`config.mk`:
```
export PLATFORM = sky130hd
export DESIGN_NAME = controlador_operacoes
export DESIGN_NICKNAME = d
export VERILOG_FILES = /design/src/rtl/controlador_operacoes.sv
export SDC_FILE = /design/constraint.sdc
export NUM_CORES = 1
export LEC_CHECK = 0
export CAP_MARGIN = 20
export CORE_MARGIN = 3
export CORE_UTILIZATION = 50
export DETAILED_ROUTE_END_ITERATION = 8
export PLACE_DENSITY = 0.77
export SYNTH_ARGS = -nofsm -noshare
export SYNTH_HDL_FRONTEND = slang
export SYNTH_SLANG_ARGS = --single-unit
```
`constraint.sdc`:
```
create_clock -name clk -period 6.8 [get_ports clk]
set_input_delay 1.36 -clock clk [delete_from_list [all_inputs] [get_ports clk]]
set_output_delay 1.36 -clock clk [all_outputs]
set_load 0.01 [all_outputs]
```
`src/rtl/controlador_operacoes.sv`:
```
// Command scheduler for the four resizing engines: command FIFO, validation, start/done sequencing.
// Optional watchdog in WAIT is enabled by defining CTRL_TIMEOUT_EN.
module controlador_operacoes #(
    parameter int unsigned FIFO_DEPTH     = 4,
    parameter int unsigned TIMEOUT_CYCLES = 1048575,
    parameter int unsigned W_ORIG         = 160,
    parameter int unsigned H_ORIG         = 120,
    parameter int unsigned SCR_W          = 640,
    parameter int unsigned SCR_H          = 480
) (
    input  logic       clk,
    input  logic       rst,
    input  logic       cmd_valid,
    input  logic [1:0] cmd_alg,
    input  logic [1:0] cmd_zoom,
    output logic       cmd_ready,
    input  logic [3:0] done_i,
    output logic [3:0] start_o,
    output logic [1:0] sel_o,
    output logic [1:0] zoom_o,
    output logic [9:0] img_w_o,
    output logic [9:0] img_h_o,
    output logic [9:0] x_off_o,
    output logic [9:0] y_off_o,
    output logic       exibe_o,
    output logic       busy_o,
    output logic       fin_o,
    output logic       abort_o,
    output logic [1:0] err_o,
    output logic [2:0] fifo_count_o
);

    localparam int unsigned AW = (FIFO_DEPTH > 1) ? $clog2(FIFO_DEPTH) : 1;
    localparam logic [AW:0] CNT_FULL = (AW + 1)'(FIFO_DEPTH);
    localparam logic [AW:0] CNT_ONE  = (AW + 1)'(1);
    localparam logic [9:0] W0     = 10'(W_ORIG);
    localparam logic [9:0] H0     = 10'(H_ORIG);
    localparam logic [9:0] SW     = 10'(SCR_W);
    localparam logic [9:0] SH     = 10'(SCR_H);
    localparam logic [9:0] X0     = 10'((SCR_W - W_ORIG) / 2);
    localparam logic [9:0] Y0     = 10'((SCR_H - H_ORIG) / 2);

    typedef enum logic [1:0] {StIdle, StCheck, StIssue, StWait} state_t;

    state_t      state;
    logic [3:0]  fifo_mem [FIFO_DEPTH];
    logic [AW-1:0] wr_ptr, rd_ptr;
    logic [AW:0] count;
    logic        push, pop;
    logic [1:0]  cur_alg, cur_zoom;
    logic [3:0]  done_q;
    logic        done_rise, invalid;
    logic [9:0]  geo_w, geo_h;

    assign cmd_ready    = (count < CNT_FULL);
    assign push         = cmd_valid & cmd_ready;
    assign pop          = (state == StIdle) && (count != '0);
    assign fifo_count_o = 3'(count);
    assign busy_o       = (state != StIdle);
    assign done_rise    = done_i[sel_o] & ~done_q[sel_o];
    // 1280x960 does not fit on screen
    assign invalid      = ~cur_alg[0] & (cur_zoom == 2'b11);

    always_comb begin
        geo_w = W0;
        geo_h = H0;
        if (!cur_alg[0]) begin
            geo_w = W0 << cur_zoom;
            geo_h = H0 << cur_zoom;
        end else begin
            geo_w = W0 >> cur_zoom;
            geo_h = H0 >> cur_zoom;
        end
    end

    always_ff @(posedge clk) begin
        if (rst) begin
            wr_ptr <= '0;
            rd_ptr <= '0;
            count  <= '0;
        end else begin
            if (push) begin
                fifo_mem[wr_ptr] <= {cmd_alg, cmd_zoom};
                wr_ptr           <= wr_ptr + AW'(1);
            end
            if (pop) rd_ptr <= rd_ptr + AW'(1);
            case ({push, pop})
                2'b10:   count <= count + CNT_ONE;
                2'b01:   count <= count - CNT_ONE;
                default: count <= count;
            endcase
        end
    end

    always_ff @(posedge clk) begin
        done_q <= done_i;
    end

`ifdef CTRL_TIMEOUT_EN
    logic [19:0] to_cnt;
`else
    logic unused_timeout;
    assign unused_timeout = ^TIMEOUT_CYCLES;
    assign abort_o        = 1'b0;
`endif

    always_ff @(posedge clk) begin
        if (rst) begin
            state    <= StIdle;
            cur_alg  <= 2'b00;
            cur_zoom <= 2'b00;
            start_o  <= 4'b0000;
            sel_o    <= 2'b00;
            zoom_o   <= 2'b00;
            img_w_o  <= W0;
            img_h_o  <= H0;
            x_off_o  <= X0;
            y_off_o  <= Y0;
            exibe_o  <= 1'b0;
            fin_o    <= 1'b0;
            err_o    <= 2'b00;
`ifdef CTRL_TIMEOUT_EN
            abort_o  <= 1'b0;
            to_cnt   <= '0;
`endif
        end else begin
            start_o <= 4'b0000;
            fin_o   <= 1'b0;
`ifdef CTRL_TIMEOUT_EN
            abort_o <= 1'b0;
`endif
            unique case (state)
                StIdle: begin
                    if (pop) begin
                        {cur_alg, cur_zoom} <= fifo_mem[rd_ptr];
                        state               <= StCheck;
                    end
                end
                StCheck: begin
                    if (invalid) begin
                        err_o <= 2'b01;
                        fin_o <= 1'b1;
                        state <= StIdle;
                    end else begin
                        start_o <= 4'b0001 << cur_alg;
                        sel_o   <= cur_alg;
                        zoom_o  <= cur_zoom;
                        img_w_o <= geo_w;
                        img_h_o <= geo_h;
                        x_off_o <= (SW - geo_w) >> 1;
                        y_off_o <= (SH - geo_h) >> 1;
                        exibe_o <= 1'b0;
                        err_o   <= 2'b00;
                        state   <= StIssue;
                    end
                end
                StIssue: begin
`ifdef CTRL_TIMEOUT_EN
                    to_cnt <= '0;
`endif
                    state <= StWait;
                end
                StWait: begin
                    if (done_rise) begin
                        exibe_o <= 1'b1;
                        fin_o   <= 1'b1;
                        state   <= StIdle;
`ifdef CTRL_TIMEOUT_EN
                    end else if (to_cnt == 20'(TIMEOUT_CYCLES - 1)) begin
                        abort_o <= 1'b1;
                        err_o   <= 2'b10;
                        state   <= StIdle;
                    end else begin
                        to_cnt <= to_cnt + 20'd1;
`endif
                    end
                end
                default: state <= StIdle;
            endcase
        end
    end

endmodule

```
==> out/metrics.csv <==
stage,metric,value,unit
power_and_ir_drop,ir_drop,0.200,mV
worst_setup_path,worst_r2r_endpoint,fifo_count_o[2],
detailed_routing,drt-initial-drc-count,148,
yosys,yosys.area.top_type_share,0.388,
die,row_count,28,
timing,fmax,0.338,GHz
finish,fin_util,0.647,
die,die_y,84.7,um
yosys,syn_area,3100,um2
placement,dp_hpwl,4140,um
yosys,netlist_instances,308,
clock_tree,cts_buffers,9,
finish,areaGrowthSynthToFinish,24.4,%
placement,port_buffers,61,
clock_tree,h-tree-depth,3,
timing,setup_violations,0,
detailed_routing,antenna_left,0,
yosys,synth_mux_area_frac,0.0452,
worst_setup_path,ff2ff_setup_slack,4.35,ns
die,io_pins,69,
worst_hold_path,worstHoldPathCells,2,
clock_tree,ctsHoldBuffers,0,
power_and_ir_drop,seq_power_share,0.429,
yosys,synth_common_cells,"dfxtp_1, nand2_1, nor2_1, a21oi_1, edfxtp_1",
yosys,synth_edf_count,16,
die,start_util,0.520,
worst_setup_path,worst_setup_path_end_kind,flop,
detailed_routing,drt_pass1_iterations,4,
detailed_routing,avgRoutedWirePerCell,14.0,um
yosys,yosys_warnings,0,
clock_tree,clkTransAtPathRegs,0.07,ns
worst_setup_path,crit_type,primary input to flop,
power_and_ir_drop,cellInternalPower,0.971,mW
grt,track_usage,0.182,
worst_setup_path,rr_worst_depth,8,
timing,tns,0,ns
worst_setup_path,path_cells,clkdlybuf4s50_1 -> nor2b_1 -> inv_1 -> ha_1 -> inv_1 -> fa_1 -> xor2_1 -> or3_1 -> a21oi_1,
yosys,synth-xor-area-share,0.0141,
yosys,synth.avg_cell_area,10.1,um2
yosys,ys_seq_elements,76,
die,core-area,5960,um2
power_and_ir_drop,p_leak,1.43,nW
worst_setup_path,critPathLaunchType,primary input,
grt,grtUsageMet3,0.0461,
worst_setup_path,cp.required,7.07,ns
timing,rsz0062_at_grt,no,
yosys,synth_top_family_by_area,simple AND/OR/NAND/NOR gates,
worst_setup_path,r2r-start,fifo_count_o[2],
timing,relSlewSlack,0.377,
worst_hold_path,whs_endpoint,img_h_o[3],
detailed_routing,wl,6140,um
power_and_ir_drop,power.share.switching,0.350,
placement,place.gp.congestion,0.792,
yosys,synthArstFlopShare,0,
detailed_routing,via_per_inst,5.25,
clock_tree,clockBufferDepth,2,
clock_tree,root_buffer,clkbuf_8,
timing,hold_violations,0,
finish,finalNetCount,375,
worst_hold_path,hold_class,flop to flop,
yosys,synth_flop_cell,dfxtp_1,
power_and_ir_drop,clkPwrFrac,0.233,
timing,finalClockSkew,0.00473,ns
grt,grt.met2_usage,0.290,
yosys,yosys.cell_count.top_type,dfxtp_1,
clock_tree,tritoncts,built,
yosys,synth-simple-area-share,0.177,
timing,drv_slew,0,
finish,drive_gt1_frac,0.0744,
grt,grt_pass1_vias,2130,
die,die_w,84.7,um
die,die_area,7180,um2
timing,period_needed,2.96,ns
power_and_ir_drop,powerDensity,388,nW/um2
clock_tree,post_cts_buffers,0,
worst_setup_path,cp_slowest_cell,clkdlybuf4s50_1,
grt,grt_overflow,0,
yosys,synth_compound_gate_area_share,0.124,
timing,tightest_slew,0.934,ns
detailed_routing,drc,0,
status,status,finished clean,
yosys,synthAdderAreaFrac,0.0267,
job,maxCapViolCount,0,
worst_setup_path,max_stage_delay,0.39,ns
grt,antenna_found_initial,0,
yosys,netlist_top_cells_area,"dfxtp_1, edfxtp_1, nand2_1",
clock_tree,cts_repair_resize_count,0,
worst_setup_path,critPathMostFrequentCell,inv_1,
grt,grt_pass1_wl,10300,um
clock_tree,clock_latency,0.35,ns
yosys,yosysTopAreaCell,dfxtp_1,
grt,busiest_layer,met2,
yosys,seq_area_frac_synth,0.543,
power_and_ir_drop,p_comb_frac,0.338,
finish,diodes,0,
worst_hold_path,min_from,img_h_o[3],
worst_setup_path,worstPathArrival,3.23,ns
power_and_ir_drop,switching_power,0.522,mW
grt,met1_usage,0.231,
yosys,ys_types,48,
worst_setup_path,crit_path_max_fanout,4,
timing,min_period_over_period,0.436,
detailed_routing,via_count,2301,
clock_tree,cts.sinks,76,
grt,grt_max_degree,54,
finish,fillers,505,
-- placed cells by master (no fill, tap or decap), types with 2 or more instances in the layout --
master	Yosys	routed
conb_1	1	7
o21ai_0	13	13
o21bai_1	3	3
edfxtp_1	16	16
nor2b_1	6	6
or3_1	2	2
a221o_1	3	3
nand2b_1	5	5
o21a_1	3	3
ha_1	5	5
a31oi_1	5	5
xor2_1	2	2
clkbuf_8	0	11
dfxtp_1	60	60
mux4_2	4	4
and2_1	5	5
nand2_1	38	38
nor3_1	6	6
a21oi_1	20	20
a22oi_1	2	2
o22ai_1	2	2
nor2_1	29	29
clkdlybuf4s50_1	0	60
clkinv_2	0	2
xnor2_1	3	3
nand3_1	3	3
mux2i_1	5	5
inv_1	12	12
a21o_1	6	6
nor3b_1	5	5
-- sequential cells by signal, summed over array words and instances (netlist names), named ones only --
name / count
fifo_mem: 16
y_off_o: 9
img_h_o: 8
img_w_o: 8
x_off_o: 7
done_q: 4
start_o: 4
fifo_count_o: 3
cur_alg: 2
cur_zoom: 2
rd_ptr: 2
sel_o: 2
wr_ptr: 2
zoom_o: 2
err_o: 1
exibe_o: 1
fin_o: 1
state: 1
-- worst max-delay path: cells and delay by family --
family	cells	cell delay (ns)
and+or+nand+nor	2	0.47
AOI/OAI and AO/OA	1	0.14
buffers and inverters	3	0.55
adders and majority gates	2	0.56
xor gates and xnor gates	1	0.16
-- power by group through the flow --
stage          Sequential [mW]  Clock, mW  Combinational (mW)
2_1_floorplan            0.615          0               0.368
3_3_place_gp             0.647          0               0.490
3_5_place_dp             0.650          0               0.504
4_1_cts                  0.641      0.355               0.511
5_1_grt                  0.658      0.375               0.557
6_report                 0.641      0.347               0.505
-- metrics by stage --
step           instance area, um2  power, mW  cells  hold slack (ns)  setup WS [ns]
2_1_floorplan                3120      0.983    314            0.467           3.99
3_3_place_gp                 3650       1.14    422            0.439           3.55
3_5_place_dp                 3650       1.15    422            0.435           3.47
4_1_cts                      3850       1.51    438            0.457           3.84
5_1_grt                      3850       1.59    438            0.478           3.75
6_report                     3850       1.49    438            0.453           3.84
-- logic make-up (layout without fill, tap and decap cells) --
group | count (synthesis) | count (layout)
AOI/OAI and AO/OA | 61 | 61
xor gates and xnor gates | 5 | 5
adders and majority gates | 6 | 6
buffers and inverters | 40 | 89
DFF | 76 | 76
muxes | 9 | 9
other | 1 | 7
and+or+nand+nor | 110 | 110
-- how the worst max path moves through the flow --
stage                                  to      start  depth (start not counted)  slack [ns]
after floorplan           fifo_count_o[2]  cmd_valid                          8        3.99
after global placement    fifo_count_o[2]  cmd_valid                          9        3.55
after detailed placement  fifo_count_o[2]  cmd_valid                          9        3.47
after CTS                 fifo_count_o[2]  cmd_valid                          9        3.84
after global routing      fifo_count_o[2]  cmd_valid                          9        3.75
final                     fifo_count_o[2]  cmd_valid                          9        3.84
-- layout make-up --
class	instances	area (um2)	area share
sequential	76	1680	0.436
multi-input combinational	198	1220	0.318
timing repair buffer	61	606	0.157
clock buffer	12	155	0.0403
tap	75	93.8	0.0244
clock inverter	4	47.5	0.0123
inverter	12	45.0	0.0117
-- metal layers --
metal	wire [um]	up-vias
met1	2720	1095
li1	-	1136
met5	0	-
met2	3000	57
met3	296	13
met4	130	0
No activity file was read; power rests on OpenSTA's default activity.
